**config.mk**
```make
export PLATFORM = sky130hd
export DESIGN_NAME = progmem_loader
export DESIGN_NICKNAME = d
export VERILOG_FILES = /design/src/rtl/minimicro_pkg.sv /design/src/rtl/progmem_loader.sv
export SDC_FILE = /design/constraint.sdc
export NUM_CORES = 1
export LEC_CHECK = 0
export ABC_AREA = 1
export CELL_PAD_IN_SITES_DETAIL_PLACEMENT = 1
export CELL_PAD_IN_SITES_GLOBAL_PLACEMENT = 1
export CORE_MARGIN = 1
export CORE_UTILIZATION = 43
export DETAILED_ROUTE_END_ITERATION = 8
export PLACE_DENSITY_LB_ADDON = 0.1
export SLEW_MARGIN = 20
export SYNTH_ARGS = -nofsm -noshare
export SYNTH_HDL_FRONTEND = slang
export SYNTH_SLANG_ARGS = --single-unit
```
**constraint.sdc**
```tcl
create_clock -name clk -period 7 [get_ports clk]
set_clock_uncertainty 0.2 [all_clocks]
set_input_delay 1.4 -clock clk [delete_from_list [all_inputs] [get_ports clk]]
set_output_delay 1.4 -clock clk [all_outputs]
set_load 0.02 [all_outputs]
```
**src/rtl/minimicro_pkg.sv**
```systemverilog
// Shared definitions for the minimicro core: instruction word layout,
// loader FSM state encoding and the default frame start marker.
package minimicro_pkg;

  // Instruction word and its field widths, shared by loader, decode and ALU.
  localparam int INSTR_WIDTH = 32;
  localparam int OPCODE_W    = 5;
  localparam int DEST_W      = 9;
  localparam int SRC1_W      = 9;
  localparam int SRC2_W      = 9;

  // Default frame start marker for the program loader.
  localparam logic [7:0] DEFAULT_SYNC_BYTE = 8'hA5;

  // Loader state encodings, kept as plain constants for older tooling.
  localparam logic [2:0] ST_IDLE   = 3'd0;
  localparam logic [2:0] ST_LEN_LO = 3'd1;
  localparam logic [2:0] ST_LEN_HI = 3'd2;
  localparam logic [2:0] ST_DATA   = 3'd3;
  localparam logic [2:0] ST_CHECK  = 3'd4;
  localparam logic [2:0] ST_FINISH = 3'd5;

  typedef enum logic [2:0] {
    LS_IDLE   = ST_IDLE,
    LS_LEN_LO = ST_LEN_LO,
    LS_LEN_HI = ST_LEN_HI,
    LS_DATA   = ST_DATA,
    LS_CHECK  = ST_CHECK,
    LS_FINISH = ST_FINISH
  } loader_state_t;

endpackage

```
**src/rtl/progmem_loader.sv**
```systemverilog
// Program memory loader: parses a framed byte stream (SYNC, LEN_LO, LEN_HI,
// LEN little-endian words, XOR checksum), writes the words to progmem from
// address 0 and holds the core in reset while a load is in progress.
module progmem_loader
  import minimicro_pkg::*;
#(
  parameter int         ADDR_WIDTH = 8,
  parameter int         DEPTH      = 256,
  parameter logic [7:0] SYNC_BYTE  = DEFAULT_SYNC_BYTE
) (
  input  logic                   clk,
  input  logic                   rst,
  input  logic [7:0]             in_data,
  input  logic                   in_valid,
  output logic                   in_ready,
  output logic                   mem_we,
  output logic [ADDR_WIDTH-1:0]  mem_addr,
  output logic [INSTR_WIDTH-1:0] mem_wdata,
  output logic                   core_hold,
  output logic                   load_ok,
  output logic                   load_err
);

  // Length limit widened by one bit so LEN (16 bits) compares without overflow.
  localparam logic [16:0] DEPTH_W = 17'(DEPTH);

  loader_state_t          state_q, state_d;
  logic [7:0]             len_lo_q, len_lo_d;
  logic [15:0]            len_q, len_d;
  logic [15:0]            word_cnt_q, word_cnt_d;
  logic [1:0]             byte_idx_q, byte_idx_d;
  logic [23:0]            word_buf_q, word_buf_d;
  logic [7:0]             checksum_q, checksum_d;
  logic                   mem_we_q, mem_we_d;
  logic [ADDR_WIDTH-1:0]  mem_addr_q, mem_addr_d;
  logic [INSTR_WIDTH-1:0] mem_wdata_q, mem_wdata_d;
  logic                   core_hold_q, core_hold_d;
  logic                   load_ok_q, load_ok_d;
  logic                   load_err_q, load_err_d;
  logic                   accept;

  // Ready everywhere except the one-cycle FINISH state and while in reset.
  assign in_ready  = ~rst && (state_q != LS_FINISH);
  assign accept    = in_valid && in_ready;

  assign mem_we    = mem_we_q;
  assign mem_addr  = mem_addr_q;
  assign mem_wdata = mem_wdata_q;
  assign core_hold = core_hold_q;
  assign load_ok   = load_ok_q;
  assign load_err  = load_err_q;

  // Next-state logic: frame parsing, word assembly, checksum and write strobe.
  always_comb begin
    state_d     = state_q;
    len_lo_d    = len_lo_q;
    len_d       = len_q;
    word_cnt_d  = word_cnt_q;
    byte_idx_d  = byte_idx_q;
    word_buf_d  = word_buf_q;
    checksum_d  = checksum_q;
    mem_we_d    = 1'b0;
    mem_addr_d  = mem_addr_q;
    mem_wdata_d = mem_wdata_q;
    core_hold_d = core_hold_q;
    load_ok_d   = load_ok_q;
    load_err_d  = load_err_q;

    case (state_q)
      LS_IDLE: begin
        // Non-sync bytes are silently dropped while waiting for a frame.
        if (accept && (in_data == SYNC_BYTE)) begin
          state_d     = LS_LEN_LO;
          core_hold_d = 1'b1;
          load_ok_d   = 1'b0;
          load_err_d  = 1'b0;
          checksum_d  = 8'h00;
          word_cnt_d  = 16'h0000;
          byte_idx_d  = 2'd0;
        end
      end

      LS_LEN_LO: begin
        if (accept) begin
          len_lo_d = in_data;
          state_d  = LS_LEN_HI;
        end
      end

      LS_LEN_HI: begin
        if (accept) begin
          len_d = {in_data, len_lo_q};
          // Rejecting oversize frames here guarantees the address never wraps.
          if ((len_d == 16'h0000) || ({1'b0, len_d} > DEPTH_W)) begin
            load_err_d = 1'b1;
            state_d    = LS_FINISH;
          end else begin
            state_d = LS_DATA;
          end
        end
      end

      LS_DATA: begin
        if (accept) begin
          checksum_d = checksum_q ^ in_data;
          byte_idx_d = byte_idx_q + 2'd1;
          case (byte_idx_q)
            2'd0: word_buf_d[7:0]   = in_data;
            2'd1: word_buf_d[15:8]  = in_data;
            2'd2: word_buf_d[23:16] = in_data;
            default: begin
              // Fourth byte completes the word; strobe it out next cycle.
              mem_we_d    = 1'b1;
              mem_wdata_d = {in_data, word_buf_q};
              mem_addr_d  = word_cnt_q[ADDR_WIDTH-1:0];
              word_cnt_d  = word_cnt_q + 16'd1;
              if (word_cnt_q == (len_q - 16'd1)) begin
                state_d = LS_CHECK;
              end
            end
          endcase
        end
      end

      LS_CHECK: begin
        // Words already written stay in progmem whatever the outcome.
        if (accept) begin
          if (in_data == checksum_q) begin
            load_ok_d = 1'b1;
          end else begin
            load_err_d = 1'b1;
          end
          state_d = LS_FINISH;
        end
      end

      LS_FINISH: begin
        core_hold_d = 1'b0;
        state_d     = LS_IDLE;
      end

      default: begin
        state_d = LS_IDLE;
      end
    endcase
  end

  // State registers with asynchronous reset.
  always_ff @(posedge clk or posedge rst) begin
    if (rst) begin
      state_q     <= LS_IDLE;
      len_lo_q    <= 8'h00;
      len_q       <= 16'h0000;
      word_cnt_q  <= 16'h0000;
      byte_idx_q  <= 2'd0;
      word_buf_q  <= 24'h000000;
      checksum_q  <= 8'h00;
      mem_we_q    <= 1'b0;
      mem_addr_q  <= '0;
      mem_wdata_q <= '0;
      core_hold_q <= 1'b0;
      load_ok_q   <= 1'b0;
      load_err_q  <= 1'b0;
    end else begin
      state_q     <= state_d;
      len_lo_q    <= len_lo_d;
      len_q       <= len_d;
      word_cnt_q  <= word_cnt_d;
      byte_idx_q  <= byte_idx_d;
      word_buf_q  <= word_buf_d;
      checksum_q  <= checksum_d;
      mem_we_q    <= mem_we_d;
      mem_addr_q  <= mem_addr_d;
      mem_wdata_q <= mem_wdata_d;
      core_hold_q <= core_hold_d;
      load_ok_q   <= load_ok_d;
      load_err_q  <= load_err_d;
    end
  end

endmodule
```
==> run summary, run 1 <==
* 15.9 mm — final wirelength
* 121 — number of synthesized register bits
* 0.00321 W — total power of the final layout
* 0 — DRC errors left
* 26.8 mm — first-pass GRT wire length
* yes — CTS tree
* 4.08 ns — setup slack, reg-to-reg
* 119 um — Die X-Extent
* dfrtp_1 — biggest area consumer among synthesized cells
* 42 — number of placement rows
* dfrtp_1, nand2_1, o21ai_0, inv_1, xor2_1 — cells taking the most area after synthesis
* reg2reg — Hold WC Path Type
* 7.45 mm — met1 wire length
* 55 — IO buf count
* 5.40 ns — required time at the endpoint of the critical path
* 0 — max-cap viol count
* input pin — Worst Setup Start Kind
* 69.7% — post-route fraction of the period consumed by the critical path
* 7.55 mm — DR WL met2
* clkdlybuf4s50_1 — cell at the slowest stage of the critical path
* 0 — final hold violations
* 713 — total nets after synthesis
* 0.42 ns — Clk Latency, worst-skew pair
* 0 — number of antenna violations at the first check in global routing
* 13200 sq um — core area
* 696 — post-synthesis cell count
* in2out — worst setup path category
* nand2_1 — most common library cell in the layout ignoring fill and taps
* 4853 — total number of vias
* 4 — Worst Path Buf+Inv
* 7090 sq um — design area
* 51.9% — post-synthesis sequential area ratio
* 0.937 ns — Least-Margin Pin Slew
* 0 — Final Max Slew Viols
* 10.9 mm — post-DP HPWL
* 0.274 ns — tightest hold margin
* 24.8% — total track usage
* clkdlybuf4s50_1 — CP dominant cell by count
* 5.17 — mean number of vias per cell
* 0.886 — final weighted congestion in routability-driven placement
* 14000 sq um — area enclosed by the die boundary
* 17.0 um — wire length per cell
* 766 — net count reported at finish
* 205 MHz — upper clock frequency limit
* 4.88 ns — post-layout min period
* 523 um — Met3 Wirelength
* 0 ns — final setup TNS
* 3.51 nW — total leakage power
* 0 — number of synthesis warnings
* 4 — number of detailed-route iterations in the first pass
* 0.06 ns — clk slew on worst S/H paths
* 0 — post-cts gate resize count
* nand2_1, dfrtp_1, o21ai_0 — most frequent cells in the layout
* 36 — distinct cell type count of the synthesized netlist
* 0 — count of endpoints failing setup in the final report
* 17 — cts bufs inserted
* met4 — top routing layer used
* 121 — number of clock sinks seen by CTS
* completed — run status
* false — RSZ-0062 raised after global routing
* clkbuf_16 — CTS Root Buffer Type
* 56 — io pins
* 7.22% — share of final-layout standard cells stronger than drive strength 1
* 44.1% — initial cell density of the core
* 0 — # Post-CTS Setup Buffers
* 51.9% — top-area cell type share of the netlist area
* 66 — maximum number of pins on one net before global-route repair
* 2 — maximum clock path buffer count
* 37.4% — worst rel slew slack
* 119 um — die span in y
* 53.6% — Layout Utilization
* 452 nW/um^2 — power per standard cell area
* 0 — remaining global-route overflow
* buffers and inverters — Top delay family on crit path
* 8.39 sq um — average footprint of a synthesized cell
* 0 — Antenna Diode Count
* 223 — DRT iter0 DRCs
* output port — CP Capture Type
* 58 — Critical Path Fanout Max
* 3.28 ns — Critical Path AT
* 0.60 ns — largest stage delay on the critical path
* 5840 sq um — post-synthesis instance area
* 6480 sq um — area post-placement
* 4 — CTS H-tree lvls
* clkdlybuf4s50_1, inv_4, nand2_1, inv_2, clkdlybuf4s50_1 — crit path cell chain
* 0.229 mV — worst vdd rail ir drop
* 0 — Antenna Violating Nets Remaining
* 21.5% — layout-stage area growth over the synthesis result
* 0 — # hold bufs at CTS
* 5251 — via count of the first global-routing pass
-- cells by family (layout without fill, tap and decap cells) --
group | after synthesis | after routing | synth area share (%)
XOR/XNOR | 31 | 31 | 4.65
AO/OA/AOI/OAI | 100 | 100 | 8.79
adder cells (fa/ha/maj) | 6 | 6 | 1.29
multiplexers | 1 | 1 | 0.193
AND/OR/NAND/NOR | 356 | 356 | 27.1
flip-flops | 121 | 121 | 51.9
buffers and inverters | 81 | 147 | 6.15
-- registers in the layout, indices dropped and copies added (netlist names) --
register and cells:
byte_idx_q 2, checksum_q 8, core_hold 1, len_lo_q 8
len_q 16, load_err 1, load_ok 1, mem_addr 8
mem_wdata 32, mem_we 1, state_q 3, word_buf_q 24
word_cnt_q 16
-- final timing paths --
path,startpoint,endpoint,depth (start not counted)
max in group asynchronous,rst,mem_addr[6],3
hold / removal,word_buf_q[15],mem_wdata[15],2
setup reg to reg,state_q[2],word_cnt_q[3],9
setup / recovery,rst,in_ready,5
min in group asynchronous,rst,word_buf_q[16],2
hold reg to reg,word_buf_q[15],mem_wdata[15],2
-- cell type report --
| class | count | area, sq um |
|---|---|---|
| tap | 176 | 220 |
| clock buffer | 18 | 439 |
| inverter | 59 | 226 |
| sequential | 121 | 3030 |
| clock inverter | 14 | 170 |
| timing repair buffer | 56 | 558 |
| fill | 1573 | 6150 |
| multi-input combinational | 494 | 2450 |
-- stage by stage --
stage                     cells  worst slack [ns]
after floorplan             696              1.03
after CTS                   938              2.09
after global placement      906              2.09
after global routing        938              1.96
after detailed placement    906              2.08
final                       938              2.12
-- synthesized netlist by cell type --
cell type / count
nand2_1: 231
dfrtp_1: 121
o21ai_0: 65
inv_1: 55
nor2_1: 39
nand3_1: 33
o21ai_1: 20
xor2_1: 19
nand4_1: 13
nor3_1: 13
xnor2_1: 12
a21oi_1: 10
buf_2: 9
clkbuf_1: 7
nand3b_1: 7
ha_1: 6
buf_6: 3
inv_2: 3
nand2_2: 3
nand2_4: 3
nand4_2: 3
o21bai_1: 3
buf_4: 2
nor2_8: 2
nor3_2: 2
nor4_1: 2
a22oi_1: 1
and2_1: 1
and3_1: 1
buf_8: 1
inv_4: 1
mux2_2: 1
nor2_2: 1
nor2_4: 1
o211ai_1: 1
or2_4: 1
-- power breakdown --
group | leakage (nW) | internal [W] | total, W | switching [W]
Combinational | 1.64 | 0.000450 | 0.00115 | 0.000699
Sequential | 1.57 | 0.000938 | 0.00116 | 0.000217
Clock | 0.301 | 0.000571 | 0.000901 | 0.000331
Total | 3.51 | 0.00196 | 0.00321 | 0.00125
-- routing by layer --
layer	vias to the layer above	global-route usage, %
met1	2395	32.7
met2	88	40.4
met5	-	0
met3	31	4.30
met4	0	10.6
li1	2339	-
-- worst min-delay path, delay by kind of cell, from the launching register on --
family / cells / cell delay (ns)
DFF: 1 / 0.34
and+or+nand+nor: 2 / 0.10
(Power assumes the default switching activity.)
==> run 2, diff against run 1 <==
- CORE_UTILIZATION: 43 -> 39
- clock period: 7 -> 3.9 ns (I/O delays scaled with it)
==> run 2 against run 1 <==
Net effect:
- sequential share of layout area shrank 0.20 points
- sequential power grew 79%
- non-clock buffer count grew 4
- global-route usage shrank 2.0 points
- worst setup slack lost 1.4 ns
- cell count grew 1.3%
- critical path type unchanged
- critical endpoint unchanged
- largest power group unchanged
- highest routed layer unchanged
==> run summary, run 2 (synthesis gave the netlist of run 1 again) <==
* 81.1% — post-route fraction of the period consumed by the critical path
* 0 — count of endpoints failing setup in the final report, unchanged
* 3.52 nW — total leakage power, was 3.51 nW
* 0.00578 W — total power of the final layout, was 0.00321 W
* clkbuf_16 — CTS Root Buffer Type, unchanged
* clkdlybuf4s50_1 — CP dominant cell by count, unchanged
* 398 um — Met3 Wirelength, was 523 um
* 1717 — FILL cells, was 1573
* false — RSZ-0062 raised after global routing, unchanged
* met4 — top routing layer used, unchanged
* 22.8% — total track usage, was 24.8%
* clkdlybuf4s50_1, clkinvlp_4, nand2_1, inv_2, clkdlybuf4s50_1 — crit path cell chain, was clkdlybuf4s50_1, inv_4, nand2_1, inv_2, clkdlybuf4s50_1
* 0.55 ns — largest stage delay on the critical path, was 0.60 ns
* 2.18 ns — Critical Path AT, was 3.28 ns
* 16.3 mm — final wirelength, was 15.9 mm
* 0.444 mV — worst vdd rail ir drop, was 0.229 mV
* 8.03 mm — DR WL met2, was 7.55 mm
* 32 — Largest register FFs, unchanged
* 27.7 mm — first-pass GRT wire length, was 26.8 mm
* 2 — worst hold path stage count, unchanged
* 4 — CTS H-tree lvls, unchanged
* 124 um — die span in y, was 119 um
* 316 MHz — upper clock frequency limit
* nand2_1, dfrtp_1, o21ai_0 — most frequent cells in the layout, unchanged
* 22.1% — layout-stage area growth over the synthesis result, was 21.5%
* 17.2 um — wire length per cell, was 17.0 um
* 3.16 ns — post-layout min period
* 7130 sq um — design area, was 7090 sq um
* 5.13 — mean number of vias per cell, was 5.17
* 811 nW/um^2 — power per standard cell area, was 452 nW/um^2
* nand2_1 — most common library cell in the layout ignoring fill and taps, unchanged
* 0 — post-cts gate resize count, unchanged
* 44 — number of placement rows, was 42
* 266 — DRT iter0 DRCs, was 223
* clkdlybuf4s50_1 — cell at the slowest stage of the critical path, unchanged
* 0.780 ns — Least-Margin Pin Slew, was 0.937 ns
* 2.92 ns — required time at the endpoint of the critical path, was 5.40 ns
* 0 — # hold bufs at CTS, unchanged
* 62 — maximum number of pins on one net before global-route repair, was 66
* 0 — max-cap viol count, unchanged
* output port — CP Capture Type, unchanged
* 4872 — total number of vias, was 4853
* 0 — DRC errors left, unchanged
* 48.0% — worst rel slew slack, was 37.4%
* 11.6 mm — post-DP HPWL, was 10.9 mm
* 0 — # Post-CTS Setup Buffers, unchanged
* 0 — number of antenna violations at the first check in global routing, unchanged
* 0.850 — final weighted congestion in routability-driven placement, was 0.886
* 5251 — via count of the first global-routing pass, unchanged
* 6520 sq um — area post-placement, was 6480 sq um
* 0 — Final Max Slew Viols, unchanged
* 0 — final hold violations, unchanged
* reg2reg — Hold WC Path Type, unchanged
* yes — CTS tree, unchanged
* 14600 sq um — core area, was 13200 sq um
* 2 — maximum clock path buffer count, unchanged
* 40.0% — initial cell density of the core, was 44.1%
* 0.279 ns — tightest hold margin, was 0.274 ns
* 0 — Antenna Diode Count, unchanged
* 0 — Antenna Violating Nets Remaining, unchanged
* 56 — io pins, unchanged
* in2out — worst setup path category, unchanged
* input pin — Worst Setup Start Kind, unchanged
* 770 — net count reported at finish, was 766
* 7.70% — share of final-layout standard cells stronger than drive strength 1, was 7.22%
* 0 — remaining global-route overflow, unchanged
* 9 — path depth of the worst reg2reg path, unchanged
* 124 um — Die X-Extent, was 119 um
* 121 — number of clock sinks seen by CTS, unchanged
* 17 — cts bufs inserted, unchanged
* 0.42 ns — Clk Latency, worst-skew pair, about the same
* 55 — IO buf count, unchanged
* 3 — Critical Path Fanout Max, was 58
* 15500 sq um — area enclosed by the die boundary, was 14000 sq um
* completed — run status, unchanged
* 7.68 mm — met1 wire length, was 7.45 mm
* 0.06 ns — clk slew on worst S/H paths, about the same
* 4 — number of detailed-route iterations in the first pass, unchanged
[run 2: stage by stage]
stage / utilization (%) / instances / setup WS [ns] / setup TNS (ns)
finish: 48.8 / 950 / 0.738 / 0
global route: 48.8 / 950 / 0.699 / 0
CTS: 48.8 / 950 / 0.712 / 0
detailed placement: 44.7 / 918 / 0.640 / 0
global placement: 44.7 / 918 / 0.653 / 0
floorplan: - / 696 / -0.0452 / -0.0452
[run 2: path summary, 6_finish.rpt]
kind | startpoint | slack [ns] | endpoint
setup reg to reg | state_q[2] | 1.23 | word_cnt_q[3]
setup / recovery | rst | 0.74 | in_ready
hold reg to reg | word_buf_q[10] | 0.28 | mem_wdata[10]
max in group asynchronous | rst | 2.12 | len_q[8]
hold / removal | word_buf_q[10] | 0.28 | mem_wdata[10]
min in group asynchronous | rst | 0.86 | word_buf_q[2]
[run 2: routing by layer]
metal	global-route usage [%]	vias to the layer above
met4	6.45	0
met5	0	-
met3	4.94	16
li1	-	2350
met1	29.9	2442
met2	38.1	64
[run 2: report_power, final]
group	internal, W	switching [W]	total, W
Combinational	0.000809	0.00126	0.00207
Clock	0.000967	0.000657	0.00162
Sequential	0.00168	0.000398	0.00208
[run 2: layout make-up]
cell class	instances	area, sq um	area share, %
sequential	121	3030	42.5
multi-input combinational	494	2450	34.4
timing repair buffer	60	588	8.25
clock buffer	17	425	5.97
tap	184	230	3.23
inverter	59	228	3.20
clock inverter	15	176	2.48
[run 2: worst max-delay path, delay by kind of cell]
family                 cells  cell delay [ns]
AND/OR/NAND/NOR            1             0.12
buffers and inverters      4             1.28
